## src/rtl/coeff_cfg_ctrl_if.sv

```systemverilog
// Frame/read-back bus between the SPI shifter (master) and coeff_cfg_ctrl (slave).
// Write frames travel in on frame_word; read-back data comes out on rd_data.
interface coeff_cfg_ctrl_if;
  logic        frame_valid;
  logic [31:0] frame_word;
  logic        rd_valid;
  logic [23:0] rd_data;

  modport master (
    output frame_valid,
    output frame_word,
    input  rd_valid,
    input  rd_data
  );

  modport slave (
    input  frame_valid,
    input  frame_word,
    output rd_valid,
    output rd_data
  );
endinterface

```

## src/rtl/coeff_cfg_ctrl.sv

```systemverilog
// Coefficient configuration controller: stages SPI writes in a shadow bank and
// copies the whole shadow bank to the active coefficient set on a keyed commit.
//
// state    | meaning
// ---------+-------------------------------------------------------------
// IDLE     | no half-bank loaded since the last commit or clear
// LOADING  | some, but not all, half-banks loaded
// ARMED    | all eight half-banks loaded; an unforced commit is allowed
// COMMIT   | one cycle; shadow is copied to active on the way out
module coeff_cfg_ctrl #(
  parameter logic [7:0] KEY   = 8'hA5,
  parameter int         ERR_W = 8
) (
  input  logic              SCLK,
  input  logic              reset,
  coeff_cfg_ctrl_if.slave   bus,
  output logic [39:0]       w_cos_1_o,
  output logic [39:0]       w_sin_1_o,
  output logic [39:0]       w_cos_2_o,
  output logic [39:0]       w_sin_2_o,
  output logic              coef_update_o,
  output logic [7:0]        loaded_mask_o,
  output logic [1:0]        state_o,
  output logic [ERR_W-1:0]  err_cnt_o
);

  typedef enum logic [1:0] {
    S_IDLE    = 2'd0,
    S_LOADING = 2'd1,
    S_ARMED   = 2'd2,
    S_COMMIT  = 2'd3
  } state_e;

  localparam logic [6:0]       ADDR_STATUS = 7'h00;
  localparam logic [6:0]       ADDR_COMMIT = 7'h10;
  localparam logic [6:0]       ADDR_CLEAR  = 7'h11;
  localparam logic [ERR_W-1:0] ERR_MAX     = '1;

  state_e            state_q, state_d;
  logic [7:0][19:0]  shadow_q, shadow_d;
  logic [3:0][39:0]  active_q, active_d;
  logic [7:0]        mask_q, mask_d;
  logic [ERR_W-1:0]  err_q, err_d;
  logic              coef_update_q, coef_update_d;
  logic              rd_valid_q, rd_valid_d;
  logic [23:0]       rd_data_q, rd_data_d;

  logic              fr_wr;
  logic [6:0]        fr_addr;
  logic [19:0]       fr_data;
  logic [7:0]        fr_key;
  logic              fr_force;
  logic              is_half;
  logic [2:0]        half_idx;
  logic [7:0]        err8;
  logic [ERR_W+7:0]  err_ext;
  logic              unused_nibble;

  assign fr_wr         = bus.frame_word[31];
  assign fr_addr       = bus.frame_word[30:24];
  assign fr_data       = bus.frame_word[23:4];
  assign fr_key        = bus.frame_word[23:16];
  assign fr_force      = bus.frame_word[15];
  assign unused_nibble = ^bus.frame_word[3:0];

  // Half-banks live at 0x01..0x08; addr[2:0]-1 wraps 0x08 onto index 7.
  assign is_half  = (fr_addr >= 7'h01) && (fr_addr <= 7'h08);
  assign half_idx = 3'(fr_addr[2:0] - 3'd1);

  // Status byte carries err_cnt zero-extended or truncated to 8 bits.
  assign err_ext = {8'h00, err_q};
  assign err8    = err_ext[7:0];

  // Shadow halves hold elements MSB-first as written; active packs element k at [5k+4:5k].
  function automatic logic [39:0] pack_bank(input logic [19:0] lo, input logic [19:0] hi);
    logic [39:0] r;
    r = '0;
    for (int j = 0; j < 4; j++) begin
      r[5*j +: 5]      = lo[19-5*j -: 5];
      r[20+5*j +: 5]   = hi[19-5*j -: 5];
    end
    return r;
  endfunction

  logic err_inc;
  logic commit_ok;
  logic clear_ok;

  always_comb begin
    state_d       = state_q;
    shadow_d      = shadow_q;
    active_d      = active_q;
    mask_d        = mask_q;
    err_d         = err_q;
    coef_update_d = 1'b0;
    rd_valid_d    = 1'b0;
    rd_data_d     = rd_data_q;
    err_inc       = 1'b0;
    commit_ok     = 1'b0;
    clear_ok      = 1'b0;

    // Copy source is the shadow as it stood before any write landing this cycle.
    if (state_q == S_COMMIT) begin
      for (int b = 0; b < 4; b++) begin
        active_d[b] = pack_bank(shadow_q[2*b], shadow_q[2*b+1]);
      end
      coef_update_d = 1'b1;
      mask_d        = '0;
    end

    if (bus.frame_valid) begin
      if (fr_wr) begin
        if (is_half) begin
          shadow_d[half_idx] = fr_data;
          mask_d[half_idx]   = 1'b1;
        end else if (fr_addr == ADDR_COMMIT) begin
          if ((state_q != S_COMMIT) && (fr_key == KEY) &&
              ((mask_q == 8'hFF) || fr_force)) begin
            commit_ok = 1'b1;
          end else begin
            err_inc = 1'b1;
          end
        end else if (fr_addr == ADDR_CLEAR) begin
          if (state_q == S_COMMIT) begin
            err_inc = 1'b1;
          end else begin
            clear_ok = 1'b1;
            shadow_d = '0;
            mask_d   = '0;
          end
        end else begin
          err_inc = 1'b1;
        end
      end else begin
        rd_valid_d = 1'b1;
        if (is_half) begin
          rd_data_d = {shadow_q[half_idx], 4'b0000};
        end else if (fr_addr == ADDR_STATUS) begin
          rd_data_d = {state_q, 6'b000000, mask_q, err8};
        end else begin
          rd_data_d = '0;
          err_inc   = 1'b1;
        end
      end
    end

    if (clear_ok) begin
      err_d = '0;
    end else if (err_inc && (err_q != ERR_MAX)) begin
      err_d = err_q + ERR_W'(1);
    end

    if (commit_ok) begin
      state_d = S_COMMIT;
    end else if (mask_d == 8'h00) begin
      state_d = S_IDLE;
    end else if (mask_d == 8'hFF) begin
      state_d = S_ARMED;
    end else begin
      state_d = S_LOADING;
    end
  end

  always_ff @(posedge SCLK or posedge reset) begin
    if (reset) begin
      state_q       <= S_IDLE;
      shadow_q      <= '0;
      active_q      <= '0;
      mask_q        <= '0;
      err_q         <= '0;
      coef_update_q <= 1'b0;
      rd_valid_q    <= 1'b0;
      rd_data_q     <= '0;
    end else begin
      state_q       <= state_d;
      shadow_q      <= shadow_d;
      active_q      <= active_d;
      mask_q        <= mask_d;
      err_q         <= err_d;
      coef_update_q <= coef_update_d;
      rd_valid_q    <= rd_valid_d;
      rd_data_q     <= rd_data_d;
    end
  end

  assign w_cos_1_o     = active_q[0];
  assign w_sin_1_o     = active_q[1];
  assign w_cos_2_o     = active_q[2];
  assign w_sin_2_o     = active_q[3];
  assign coef_update_o = coef_update_q;
  assign loaded_mask_o = mask_q;
  assign state_o       = state_q;
  assign err_cnt_o     = err_q;
  assign bus.rd_valid  = rd_valid_q;
  assign bus.rd_data   = rd_data_q;

endmodule

```

## src/flat_wrapper.sv

```systemverilog
// flat-port wrapper written by rule: the top's interface ports become plain ports
module coeff_cfg_ctrl_flat 
#(
  parameter logic [7:0] KEY   = 8'hA5,
  parameter int         ERR_W = 8
)
  (SCLK, reset, w_cos_1_o, w_sin_1_o, w_cos_2_o, w_sin_2_o, coef_update_o, loaded_mask_o, state_o, err_cnt_o, bus_frame_valid, bus_frame_word, bus_rd_valid, bus_rd_data);
  coeff_cfg_ctrl_if bus_i ();
  input  logic SCLK;
  input  logic reset;
  output logic [39:0] w_cos_1_o;
  output logic [39:0] w_sin_1_o;
  output logic [39:0] w_cos_2_o;
  output logic [39:0] w_sin_2_o;
  output logic coef_update_o;
  output logic [7:0] loaded_mask_o;
  output logic [1:0] state_o;
  output logic [ERR_W-1:0] err_cnt_o;
  input wire logic [$bits(bus_i.frame_valid)-1:0] bus_frame_valid;
  input wire logic [$bits(bus_i.frame_word)-1:0] bus_frame_word;
  output wire logic [$bits(bus_i.rd_valid)-1:0] bus_rd_valid;
  output wire logic [$bits(bus_i.rd_data)-1:0] bus_rd_data;
  assign bus_i.frame_valid = bus_frame_valid;
  assign bus_i.frame_word = bus_frame_word;
  assign bus_rd_valid = bus_i.rd_valid;
  assign bus_rd_data = bus_i.rd_data;
  coeff_cfg_ctrl #(.KEY(KEY), .ERR_W(ERR_W)) u_core (.SCLK(SCLK), .reset(reset), .bus(bus_i), .w_cos_1_o(w_cos_1_o), .w_sin_1_o(w_sin_1_o), .w_cos_2_o(w_cos_2_o), .w_sin_2_o(w_sin_2_o), .coef_update_o(coef_update_o), .loaded_mask_o(loaded_mask_o), .state_o(state_o), .err_cnt_o(err_cnt_o));
endmodule
```

## config.mk

```make
export PLATFORM = sky130hd
export DESIGN_NAME = coeff_cfg_ctrl_flat
export DESIGN_NICKNAME = d
export VERILOG_FILES = /design/src/rtl/coeff_cfg_ctrl_if.sv /design/src/rtl/coeff_cfg_ctrl.sv /design/src/flat_wrapper.sv
export SDC_FILE = /design/constraint.sdc
export NUM_CORES = 1
export LEC_CHECK = 0
export BUFFER_PORTS_ARGS = -buffer_cell sky130_fd_sc_hd__buf_4
export CAP_MARGIN = 20
export CORE_AREA = 2 2 215 217
export CTS_CLUSTER_DIAMETER = 60
export DETAILED_ROUTE_END_ITERATION = 10
export DIE_AREA = 0 0 217 219
export GPL_ROUTABILITY_DRIVEN = 0
export GPL_TIMING_DRIVEN = 0
export PLACE_DENSITY = 0.59
export SETUP_SLACK_MARGIN = 0.3
export SLEW_MARGIN = 15
export SYNTH_ARGS = -nofsm -noshare
export SYNTH_HDL_FRONTEND = slang
export SYNTH_SLANG_ARGS = --single-unit
```

## constraint.sdc

```tcl
create_clock -name SCLK -period 35.5 [get_ports SCLK]
set_input_delay 7.1 -clock SCLK [delete_from_list [all_inputs] [get_ports SCLK]]
set_output_delay 7.1 -clock SCLK [all_outputs]
set_load 0.01 [all_outputs]
```

After elaboration in Yosys (flattened, before gate mapping)

Cells that the tools add are included.

Bits in registers: 364
Input bits: 35

Add/subtract/negate cells: 2
Magnitude comparators: 4
Equality and inequality tests: 10
Muxes and demuxes: 47
Bitwise logic cells: 2
Reduce and logical (&&, ||, !) cells: 12

Operators by type and width:

| kind                | count |
|---|---|
| $mux 160            | 4 |
| $bwmux 160          | 1 |
| $mux 8              | 9 |
| $bmux 20 s3         | 1 |
| $demux 20 s3        | 1 |
| $mux 24             | 2 |
| $mux 20             | 2 |
| $eq 8x8->1 const B  | 3 |
| $mux 1              | 23 |
| $eq 7x5->1 const B  | 2 |
| $add 8x1->8 const B | 1 |
| $logic_not 8->1     | 1 |
| $ne 8x8->1 const B  | 1 |
| $or 8x8->8          | 1 |
| $ge 7x1->1 const B  | 1 |
| $le 7x4->1 const B  | 1 |
| $logic_not 7->1     | 1 |
| $mux 2              | 3 |
| $logic_and 1x1->1   | 5 |
| $reduce_and 5->1    | 1 |
| $lt 3x4->1 const B  | 1 |
| $ne 2x1->1 const B  | 2 |
| $reduce_bool 2->1   | 2 |
| $demux 1 s3         | 1 |
| other kinds (7)     | 7 |

Logic depth before layout (Yosys ltp)

Gate-level depths: netlist of run 1.

Depth after elaboration: 13
Mapped depth: 12
Gate-level depth less buffers: 9

Worst setup path after synthesis of run 1

Ideal clock, no wire load.

Kind: input-to-reg
Start: input bus_frame_word[24]
End: register u_core.rd_data_q[23] (netlist: u_core.bus.rd_data[23])
Library setup time: 0.126 ns
Arrival time: 9.112 ns
Slack: 26.263 ns
Stages: 11
Buffers on the path: 3
Path through: clkbuf_1 > inv_1 > ha_1 > xnor2_1 > clkbuf_1 > buf_2 > nor2_1 > a21oi_1 > o21ai_0 > a221oi_1 > nor2_1

Word-level cells in the longest chain between the ends: 4

RTL lines:

| what                          | RTL line              | source |
|---|---|---|
| start: declaration            | flat_wrapper.sv:20    | `input wire logic [$bits(bus_i.frame_word)-1:0] bus_frame_word;` |
| $sub 3x1->3                   | coeff_cfg_ctrl.sv:68  | `assign half_idx = 3'(fr_addr[2:0] - 3'd1);` |
| $bmux 20 s3                   | coeff_cfg_ctrl.sv:137 | `rd_data_d = {shadow_q[half_idx], 4'b0000};` |
| $mux 20 (not written as such) | coeff_cfg_ctrl.sv:137 |  |
| $mux 24 *                     | coeff_cfg_ctrl.sv:136 | `if (is_half) begin` |
| end signal: assignment        | coeff_cfg_ctrl.sv:182 | `rd_data_q <= rd_data_d;` |
| end: declaration              | coeff_cfg_ctrl.sv:46  | `logic [23:0] rd_data_q, rd_data_d;` |

Mark *: on every way between the ends. The rest lies on a longest branch, timed or not. The select of a mux whose other input is x is not followed.
A chain may end at the register's enable or synchronous reset.

Worst setup path in the final report of run 1

Start: input bus_frame_word[24]
End: register u_core.rd_data_q[10] (netlist: u_core.bus.rd_data[10])

The elaborated chain is that of the path after synthesis.

==> qor.csv, run 1 <==
metric,value,unit
nets,2074,
cts.root.buffer_cell,sky130_fd_sc_hd__clkbuf_16,
ys_warn_count,0,
worst_slew_pin_slew,0.999,ns
power.internal,0.704,mW
timing.final.hold_violations,0,
crit_type,primary input to flip-flop,
cp-start-kind,primary input,
io-pin-count,239,
achievable-frequency,98.6,MHz
totalNegativeSetupSlack,0,ns
top_reg_cell_synth,sky130_fd_sc_hd__dfrtp_1,
timing.max_cap.violations,0,
numPlacedInstances,2593,
synthesis.nets,1815,
cts.sink_count,364,
post_synth_inst_count,1776,
detailedRoute.firstIterationViolations,1705,
synth.ff_latch_count,364,
layout.cells.most_common,sky130_fd_sc_hd__nand2_1,
holdPathStages,2,
die-height,219,µm
p_r_area_growth_vs_syn,24.2,%
grt_antenna_before_repair,1,
worst_hold_slack,0.468,ns
timing.critical_path.fanout_max,10,
cellLeakagePower,9.94,nW
hold_end,u_core.bus.rd_data[1],
initial_core_util,0.348,
drive_gt1_frac,0.164,
synth_area,0.0157,mm²
insertedDiodeCount,0,
clk_transition_reported_paths,0.06,ns
postRouteWirelength,58.0,mm
drt_first_pass_iters,7,
synth-edff-count,0,
comb_power_share,0.076,
finalSetupViolations,0,
final-max-slew-violation-count,0,
dp.final_hpwl,42.7,mm
clkLatencyLatePin,0.56,ns
cts-buffers-inserted,40,
grt_pass1_vias,13800,
num-fill-cells,4506,
worstPathArrival,10.56,ns
switchingPower,0.237,mW
placed_cell_area,0.0181,mm²
post_drt_wl_per_cell,21.7,µm
hold_start,u_core.bus.rd_data[1],
pre_cts_slack,25.03,ns
worst-endpoint-required,35.92,ns
layout_worst_path_cycle_share,0.286,
reg2reg_depth,6,
worst_slack,25.36,ns
run_status,finished clean,
vdd_ir_drop_max,0.0287,mV
finish.utilization,0.433,
pwr_density_cell,48.3,mW/mm²
tritoncts,yes,
fin_total_pwr,0.941,mW
slew-limit-headroom,0.334,
synth_area_per_cell,8.84,µm²
vias,14000,
die_x_extent,217,µm
clock_tree.buffer_depth,3,
stdcell_count,2667,
critical_path.reg2reg.endpoint,u_core.w_sin_1_o[4],
setup.reg_to_reg.worst_slack,32.97,ns
global_route_total_usage_across_every_layer,0.243,
most-common-layout-cells,"789 x sky130_fd_sc_hd__nand2_1, 364 x sky130_fd_sc_hd__dfrtp_1, 225 x sky130_fd_sc_hd__buf_4",
drtAntennaViolNets,0,
port-buffer-count,214,
synthArstFlopShare,1.00,
standard_cell_row_count,78,
cts.repair_timing.setup_buffer_count,0,
min_path_type,flip-flop to flip-flop,
skew,0.0214,ns
critPathCaptureType,flip-flop,
p_seq_frac,0.467,
globalRoute.totalOverflow,0,
sw_frac_of_total,0.252,
postCtsHoldBufs,0,
grt_setup_unrepaired,false,
core_area,0.0451,mm²
design_area,0.0195,mm²
grt_start_max_net_pins,109,
viasPerCell,5.24,
timing.rr.start,u_core.state_o[0],
post-route-drc-count,0,
post-route-min-period,10.14,ns
fp.dieArea,0.0475,mm²
cts.repair.resized,0,
power.clock.fraction,0.457,
netlist-cell-type-count,51,
synth-seq-area-share,0.580,
ctsHtreeMaxLevel,2,
grt_pass1_wl,86.7,mm
-- kinds of logic (layout without fill, tap and decap cells) --
family | Yosys count | after routing | synth area share
AND/OR/NAND/NOR | 962 | 962 | 0.243
flip-flops | 364 | 364 | 0.580
AO/OA/AOI/OAI | 245 | 245 | 0.0970
buffers and inverters | 143 | 434 | 0.0387
multiplexers | 54 | 54 | 0.0355
adder cells (fa/ha/maj) | 4 | 4 | 0.00319
XOR/XNOR | 4 | 4 | 0.00223
-- synthesized netlist by cell type, types with 3 or more instances --
cell,n,area share
sky130_fd_sc_hd__o21ai_1,3,0.00096
sky130_fd_sc_hd__o22ai_1,19,0.0076
sky130_fd_sc_hd__buf_1,3,0.00072
sky130_fd_sc_hd__mux2_2,13,0.0093
sky130_fd_sc_hd__nor2_1,62,0.015
sky130_fd_sc_hd__a222oi_1,8,0.0051
sky130_fd_sc_hd__buf_2,24,0.0077
sky130_fd_sc_hd__dfrtp_1,364,0.58
sky130_fd_sc_hd__a32o_1,4,0.0026
sky130_fd_sc_hd__a221o_1,5,0.0032
sky130_fd_sc_hd__inv_1,6,0.0014
sky130_fd_sc_hd__a22o_1,30,0.017
sky130_fd_sc_hd__nor3_1,10,0.0032
sky130_fd_sc_hd__mux2i_1,41,0.026
sky130_fd_sc_hd__a221oi_1,8,0.0045
sky130_fd_sc_hd__o21ai_0,135,0.043
sky130_fd_sc_hd__ha_1,4,0.0032
sky130_fd_sc_hd__a21oi_1,13,0.0041
sky130_fd_sc_hd__nand2_1,789,0.19
sky130_fd_sc_hd__nand3_1,77,0.025
sky130_fd_sc_hd__clkbuf_1,97,0.023
sky130_fd_sc_hd__buf_4,11,0.0053
sky130_fd_sc_hd__nand2b_1,4,0.0016
sky130_fd_sc_hd__a31oi_1,10,0.0040
sky130_fd_sc_hd__nor4_1,3,0.0012
-- sequential cells by signal, summed over array words and instances (netlist names) --
register and cells:
u_core.w_cos_1_o 40, u_core.bus.rd_valid 1, u_core.w_sin_1_o 40, u_core.w_sin_2_o 40, u_core.shadow_q 160, u_core.bus.rd_data 24
u_core.state_o 2, u_core.err_cnt_o 8, u_core.w_cos_2_o 40, u_core.loaded_mask_o 8, u_core.coef_update_o 1
-- worst max-delay path by stage --
| stage | startpoint | end | slack (ns) | depth (start not counted) |
|---|---|---|---|---|
| after CTS | bus_frame_word[24] | u_core.bus.rd_data[10] | 25.59 | 10 |
| after detailed placement | bus_frame_word[24] | u_core.bus.rd_data[10] | 25.03 | 10 |
| after global routing | bus_frame_word[24] | u_core.shadow_q[52] | 25.17 | 12 |
| after floorplan | reset | u_core.bus.rd_data[0] | 18.30 | 1 |
| after global placement | reset | u_core.w_cos_1_o[30] | 14.37 | 2 |
| final | bus_frame_word[24] | u_core.bus.rd_data[10] | 25.36 | 10 |
-- final cells by class --
cell class	count	area, µm²	share of cell area
multi-input combinational	1269	5980	0.307
buffer	135	578	0.0296
clock inverter	16	175	0.00898
tap	600	751	0.0385
clock buffer	58	1180	0.0605
inverter	8	37.5	0.00192
timing repair buffer	217	1690	0.0866
sequential	364	9110	0.467
-- metal layers --
| layer | routed length [µm] | track usage | vias to the layer above |
|---|---|---|---|
| li1 | - | - | 6355 |
| met1 | 24700 | 0.336 | 6803 |
| met2 | 25800 | 0.374 | 691 |
| met3 | 5410 | 0.0535 | 120 |
| met4 | 2060 | 0.0938 | 2 |
| met5 | 13 | 0 | - |
-- power by group through the flow --
stage               clock network [mW]  logic [mW]  registers, mW
floorplan                            0      0.0382          0.444
global placement                     0      0.0684          0.446
detailed placement                   0      0.0709          0.446
CTS                              0.436      0.0712          0.439
global route                     0.451      0.0782          0.440
finish                           0.430      0.0716          0.439
-- critical path, stage by stage --
cell and delay, ns:
sky130_fd_sc_hd__buf_4 0.09, sky130_fd_sc_hd__clkbuf_1 0.38, sky130_fd_sc_hd__inv_1 0.28, sky130_fd_sc_hd__ha_1 0.31, sky130_fd_sc_hd__xor2_1 0.38, sky130_fd_sc_hd__clkbuf_1 0.79
sky130_fd_sc_hd__mux2i_1 0.37, sky130_fd_sc_hd__o22ai_1 0.19, sky130_fd_sc_hd__o21ai_0 0.48, sky130_fd_sc_hd__a31oi_1 0.15
Power figures use the tool's default switching activity.
==> run 2: changes to the inputs <==
==> constraint.sdc (replaced) <==
create_clock -name SCLK -period 10.4 [get_ports SCLK]
set_input_delay 2.08 -clock SCLK [delete_from_list [all_inputs] [get_ports SCLK]]
set_output_delay 2.08 -clock SCLK [all_outputs]
set_load 0.01 [all_outputs]
==> run 2 against run 1 <==
Compared with the run above:
- flip-flop and latch count did not move
- hold slack improved by 0.0044 ns
- design area rose by 0.38%
- sequential power rose to 3.4 times the previous value
- register-to-register slack got worse by 25 ns
- die area did not move
- global-route usage fell by 0.15 points
- cell count barely moved
- clock power rose to 3.3 times the previous value
==> qor.csv, run 2 (synthesis gave the netlist of run 1 again) <==
metric,value,unit
cts-buffers-inserted,40,
power.clock.fraction,0.451,
finalSetupViolations,0,
critical_path.reg2reg.endpoint,u_core.shadow_q[16],
cts.sink_count,364,
drtAntennaViolNets,0,
post-route-drc-count,0,
fp.dieArea,0.0475,mm²
cts.repair_timing.setup_buffer_count,0,
standard_cell_row_count,78,
pwr_density_cell,163,mW/mm²
viasPerCell,5.21,
fin_total_pwr,3.19,mW
port-buffer-count,214,
clock_tree.buffer_depth,3,
timing.critical_path.from,bus_frame_word[24],
p_r_area_growth_vs_syn,24.7,%
num-fill-cells,4459,
timing.max_cap.violations,0,
worst_slew_pin_slew,0.955,ns
critPathCaptureType,flip-flop,
drive_gt1_frac,0.164,
largest_reg_flops,160,
global_route_total_usage_across_every_layer,0.242,
worst-endpoint-required,10.81,ns
setup.reg_to_reg.worst_slack,7.94,ns
numPlacedInstances,2601,
cp-endpoint,u_core.bus.rd_data[13],
grt_pass1_wl,86.5,mm
post_drt_wl_per_cell,21.7,µm
worst_hold_slack,0.472,ns
layout.cells.most_common,sky130_fd_sc_hd__nand2_1,
slew-limit-headroom,0.363,
run_status,finished clean,
achievable-frequency,196,MHz
reg2reg_depth,8,
die-height,219,µm
grt_start_max_net_pins,38,
skew,0.0134,ns
grt_antenna_before_repair,0,
crit_cells,11,
path_common_cell,sky130_fd_sc_hd__clkbuf_1,
initial_core_util,0.348,
sw_frac_of_total,0.248,
postRouteWirelength,57.9,mm
critPathTopFamily,buffers and inverters,
stdcell_count,2668,
drt_first_pass_iters,9,
switchingPower,0.790,mW
cp-start-kind,primary input,
nets,2082,
comb_power_share,0.079,
cts.root.buffer_cell,sky130_fd_sc_hd__clkbuf_16,
holdPathStages,2,
crit_type,primary input to flip-flop,
final-max-slew-violation-count,0,
vias,13900,
critical_path_buf_inv_count,5,
totalNegativeSetupSlack,0,ns
p_seq_frac,0.471,
worstPathArrival,5.50,ns
core_area,0.0451,mm²
grt_setup_unrepaired,false,
ctsHtreeMaxLevel,2,
post-route-min-period,5.09,ns
die_x_extent,217,µm
detailedRoute.firstIterationViolations,1493,
insertedDiodeCount,0,
largest-register,u_core.shadow_q,
tritoncts,yes,
cellLeakagePower,9.96,nW
timing.rr.start,u_core.state_o[0],
power.internal,2.40,mW
clkLatencyLatePin,0.54,ns
postCtsHoldBufs,0,
cts.repair.resized,0,
timing.final.hold_violations,0,
critical_path.cell_chain,buf_4 -> clkbuf_1 -> inv_1 -> ha_1 -> buf_1 -> clkbuf_1 -> a22o_1 -> a222oi_1 -> o21ai_0 -> a221oi_1 -> nor2_1,
vdd_ir_drop_max,0.103,mV
dp.final_hpwl,43.3,mm
most-common-layout-cells,"789 x sky130_fd_sc_hd__nand2_1, 364 x sky130_fd_sc_hd__dfrtp_1, 225 x sky130_fd_sc_hd__buf_4",
layout_worst_path_cycle_share,0.490,
timing.critical_path.slowest_cell_delay,0.44,ns
io-pin-count,239,
timing.critical_path.fanout_max,10,
globalRoute.totalOverflow,0,
timing.critical_path.slowest_stage_cell,sky130_fd_sc_hd__clkbuf_1,
clk_transition_reported_paths,0.06,ns
grt_pass1_vias,13700,
min_path_type,flip-flop to flip-flop,
[run 2: cell count changes in the layout (fill, tap and decap cells not counted), sizes merged]
cell | before | now
buf | 255 | 263
clkbuf | 155 | 152
inv | 11 | 8
clkinv | 8 | 6
bufinv | 3 | 4
[run 2: layout make-up]
class                           count  area, µm²  share of cell area
Sequential cell                   364       9110               0.465
Multi-Input combinational cell   1269       5980               0.306
Timing Repair Buffer              225       1830              0.0933
Clock buffer                       55       1130              0.0577
Tap cell                          600        751              0.0383
Buffer                            135        578              0.0295
Clock inverter                     12        166             0.00850
Inverter                            8       33.8             0.00173
[run 2: stage by stage]
stage	area (µm²)	utilization	setup slack, ns
after CTS	19600	0.434	5.48
after detailed placement	18300	0.405	4.91
after global placement	18100	0.401	1.34
final	19600	0.434	5.31
after global routing	19600	0.434	5.16
after floorplan	15700	-	3.44
[run 2: power groups by stage]
stage               combinational [mW]  clock [mW]  sequential, mW
CTS                              0.249        1.45            1.50
global placement                 0.234           0            1.52
global route                     0.272        1.51            1.50
detailed placement               0.248           0            1.52
finish                           0.250        1.44            1.50
floorplan                        0.130           0            1.52
[run 2: worst reg2reg max path, stage by stage, from the launching register on]
cell,delay (ns)
sky130_fd_sc_hd__dfrtp_1,0.40
sky130_fd_sc_hd__nand2_1,0.10
sky130_fd_sc_hd__clkbuf_1,0.38
sky130_fd_sc_hd__and3_1,0.33
sky130_fd_sc_hd__nand2_1,0.27
sky130_fd_sc_hd__o21a_1,0.28
sky130_fd_sc_hd__clkbuf_1,0.30
sky130_fd_sc_hd__nand2_1,0.15
sky130_fd_sc_hd__o21ai_0,0.10
[run 2: layer usage]
| metal | vias up | global-route usage | part of all wire |
|---|---|---|---|
| li1 | 6357 | - | - |
| met1 | 6782 | 0.341 | 0.43 |
| met4 | 0 | 0.0779 | 0.029 |
| met3 | 98 | 0.0498 | 0.089 |
| met2 | 673 | 0.374 | 0.45 |
| met5 | - | 0 | 0 |
[run 2: how the worst min path moves through the flow]
stage	startpoint	end	slack (ns)
2_1_floorplan	u_core.shadow_q[8]	u_core.w_cos_1_o[13]	0.46
3_3_place_gp	u_core.bus.rd_data[1]	u_core.bus.rd_data[1]	0.46
3_5_place_dp	u_core.bus.rd_data[0]	u_core.bus.rd_data[0]	0.46
4_1_cts	u_core.bus.rd_data[0]	u_core.bus.rd_data[0]	0.48
5_1_grt	u_core.w_cos_1_o[7]	u_core.w_cos_1_o[7]	0.49
6_report	u_core.bus.rd_data[2]	u_core.bus.rd_data[2]	0.47
==> run 3: changes to the inputs <==
--- a/config.mk
+++ b/config.mk
@@ -5,6 +5,7 @@
 export SDC_FILE = /design/constraint.sdc
 export NUM_CORES = 1
 export LEC_CHECK = 0
+export ABC_AREA = 1
 export BUFFER_PORTS_ARGS = -buffer_cell sky130_fd_sc_hd__buf_4
 export CAP_MARGIN = 20
 export CORE_AREA = 2 2 215 217
==> constraint.sdc (replaced) <==
create_clock -name SCLK -period 4.8 [get_ports SCLK]
set_input_delay 0.96 -clock SCLK [delete_from_list [all_inputs] [get_ports SCLK]]
set_output_delay 0.96 -clock SCLK [all_outputs]
set_load 0.01 [all_outputs]
==> run 3 against run 2 <==
Compared with the run above:
- clock-buffer cell count increased by 12
- area after synthesis hardly changed
- first-iteration DRC count up 4.6%
- largest cell class unchanged
- highest routed layer unchanged
==> qor.csv, run 3 <==
metric,value,unit
synth.cells.most_frequent,"372 x sky130_fd_sc_hd__nand2_1, 364 x sky130_fd_sc_hd__dfrtp_1, 243 x sky130_fd_sc_hd__o21ai_0, 189 x sky130_fd_sc_hd__nand3_1, 182 x sky130_fd_sc_hd__inv_1",
post-route-min-period,3.26,ns
critPathCaptureType,flip-flop,
critPathTopFamily,simple AND/OR/NAND/NOR gates,
timing.critical_path.slowest_cell_delay,0.53,ns
pwr_density_cell,389,mW/mm²
synth_top_cell_by_area,sky130_fd_sc_hd__dfrtp_1,
placed_cell_area,0.0183,mm²
tritoncts,yes,
hold_end,u_core.w_sin_1_o[35],
worst_slew_pin_slew,0.965,ns
drt_first_pass_iters,8,
holdPathStages,2,
path_common_cell,sky130_fd_sc_hd__nand2_1,
vdd_ir_drop_max,0.230,mV
cp-start-kind,primary input,
p_r_area_growth_vs_syn,26.1,%
clock_tree.buffer_depth,3,
grt_pass1_vias,13600,
synth-seq-area-share,0.580,
worstPathArrival,3.73,ns
global_route_total_usage_across_every_layer,0.250,
grt_pass1_wl,87.6,mm
critical_path.cell_chain,buf_4 -> buf_4 -> inv_2 -> ha_1 -> inv_1 -> nand2_1 -> nand2_1 -> nand3_2 -> clkbuf_1 -> o22ai_1 -> nor3_1 -> nand4_1 -> nand2_1 -> nand2_1,
vias,13900,
p_seq_frac,0.446,
min_path_type,flip-flop to flip-flop,
ys_warn_count,0,
switchingPower,2.05,mW
layout.cells.most_common,sky130_fd_sc_hd__nand2_1,
netlist-cell-type-count,41,
drive_gt1_frac,0.205,
slew-limit-headroom,0.357,
timing.max_cap.violations,0,
timing.final.hold_violations,0,
drtAntennaViolNets,0,
timing.critical_path.fanout_max,10,
synth_area_per_cell,9.05,µm²
die_x_extent,217,µm
postCtsHoldBufs,0,
reg2reg_depth,7,
most-common-layout-cells,"372 x sky130_fd_sc_hd__nand2_1, 364 x sky130_fd_sc_hd__dfrtp_1, 243 x sky130_fd_sc_hd__o21ai_0",
critical_path_buf_inv_count,5,
nets,2045,
run_status,finished clean,
dr.max_layer_used,met4,
cellLeakagePower,9.94,nW
clkLatencyLatePin,0.57,ns
cts.repair.resized,0,
timing.critical_path.slowest_stage_cell,sky130_fd_sc_hd__clkbuf_1,
synth.most_common_cell,sky130_fd_sc_hd__nand2_1,
fp.dieArea,0.0475,mm²
critical_path.reg2reg.endpoint,u_core.w_cos_2_o[7],
largest_reg_flops,160,
cts.root.buffer_cell,sky130_fd_sc_hd__clkbuf_16,
comb_power_share,0.110,
synthArstFlopShare,1.00,
post-route-drc-count,0,
fin_total_pwr,7.70,mW
synth.ff_latch_count,364,
port-buffer-count,214,
achievable-frequency,307,MHz
cts.repair_timing.setup_buffer_count,0,
viasPerCell,5.27,
crit_type,primary input to flip-flop,
largest-register,u_core.shadow_q,
post_drt_wl_per_cell,22.5,µm
finalSetupViolations,0,
synth_area,0.0157,mm²
sw_frac_of_total,0.267,
standard_cell_row_count,78,
met2_length,26.9,mm
grt_setup_unrepaired,false,
cts.sink_count,364,
power.clock.fraction,0.444,
synthesis.nets,1775,
power.internal,5.64,mW
core_area,0.0451,mm²
worst-endpoint-required,5.26,ns
final-max-slew-violation-count,0,
postRouteWirelength,59.4,mm
detailedRoute.firstIterationViolations,1561,
reg_area,0.00911,mm²
cts-buffers-inserted,42,
post_synth_inst_count,1736,
skew,0.0156,ns
clk_transition_reported_paths,0.06,ns
initial_core_util,0.349,
worst_hold_slack,0.482,ns
layout_worst_path_cycle_share,0.679,
setup.reg_to_reg.worst_slack,2.09,ns
dp.final_hpwl,44.7,mm
grt_start_max_net_pins,38,
insertedDiodeCount,0,
globalRoute.totalOverflow,0,
synth_top_area_share,0.580,
timing.rr.start,u_core.state_o[1],
ctsHtreeMaxLevel,2,
synth-edff-count,0,
multi_input_comb_area,0.00524,mm²
top_reg_cell_synth,sky130_fd_sc_hd__dfrtp_1,
io-pin-count,239,
netlist_top_cells_area,"sky130_fd_sc_hd__dfrtp_1 58%, sky130_fd_sc_hd__nand2_1 8.9%, sky130_fd_sc_hd__o21ai_0 7.7%",
design_area,0.0198,mm²
grt_antenna_before_repair,1,
finish.utilization,0.439,
wl_met3,6.02,mm
hold_start,u_core.w_sin_1_o[35],
detail_route.wirelength.met1,24.6,mm
num-fill-cells,4495,
die-height,219,µm
## run 3: cell types whose count changed after synthesis, moves of 41 or more
cell,change
sky130_fd_sc_hd__o21ai_1,+46
sky130_fd_sc_hd__inv_1,+176
sky130_fd_sc_hd__mux2i_1,-41
sky130_fd_sc_hd__nand3_1,+112
sky130_fd_sc_hd__nand2_1,-417
sky130_fd_sc_hd__o21ai_0,+108
sky130_fd_sc_hd__clkbuf_1,-46
## run 3: stage by stage
stage	setup TNS [ns]	worst slack (ns)	instances
after floorplan	-379.37	-1.04	1736
after global placement	-1126.51	-3.13	2550
after detailed placement	0	1.12	2562
after CTS	0	1.73	2639
after global routing	0	1.58	2639
final	0	1.54	2639
## run 3: logic make-up after synthesis
group | Yosys count | synth area share
buffers and inverters | 311 | 0.0871
AO/OA/AOI/OAI | 388 | 0.132
adder cells (fa/ha/maj) | 4 | 0.00318
AND/OR/NAND/NOR | 665 | 0.196
flip-flops | 364 | 0.580
XOR/XNOR | 4 | 0.00223
## run 3: power by group through the flow
| stage | clock [mW] | sequential, mW | combinational [mW] |
|---|---|---|---|
| after floorplan | 0 | 3.45 | 0.454 |
| after global routing | 3.59 | 3.45 | 0.924 |
| after global placement | 0 | 3.48 | 0.795 |
| after CTS | 3.46 | 3.43 | 0.839 |
| after detailed placement | 0 | 3.48 | 0.833 |
| final | 3.42 | 3.43 | 0.850 |
## run 3: per-layer routing
| metal | vias up | global-route usage |
|---|---|---|
| li1 | 6258 | - |
| met1 | 6796 | 0.346 |
| met2 | 744 | 0.385 |
| met3 | 115 | 0.0578 |
| met4 | 0 | 0.0886 |
| met5 | - | 0 |
## run 3: final cells by class
| cell class | count | area share |
|---|---|---|
| plain buffers | 121 | 0.0331 |
| clock buffers | 67 | 0.0666 |
| clock inverters | 10 | 0.00815 |
| inverters | 190 | 0.0362 |
| multi-input cells | 1061 | 0.264 |
| flip-flops and latches | 364 | 0.460 |
| well taps | 600 | 0.0379 |
| repair buffers | 226 | 0.0940 |
## run 3: worst min-delay path: cells and delay by family (launching register included)
kind               cells  cell delay [ns]
and+or+nand+nor        1             0.05
AOI/OAI and AO/OA      1             0.05
DFF                    1             0.34
## run 3: worst max-delay path by stage
stage                            start                     to  slack [ns]  depth (start not counted)
floorplan                        reset  u_core.bus.rd_data[0]       -1.04                          1
global placement                 reset    u_core.err_cnt_o[3]       -3.13                          2
detailed placement  bus_frame_word[24]  u_core.bus.rd_data[9]        1.12                         14
CTS                 bus_frame_word[24]  u_core.bus.rd_data[9]        1.73                         14
global route        bus_frame_word[24]  u_core.bus.rd_data[9]        1.58                         14
finish              bus_frame_word[24]  u_core.bus.rd_data[9]        1.54                         14
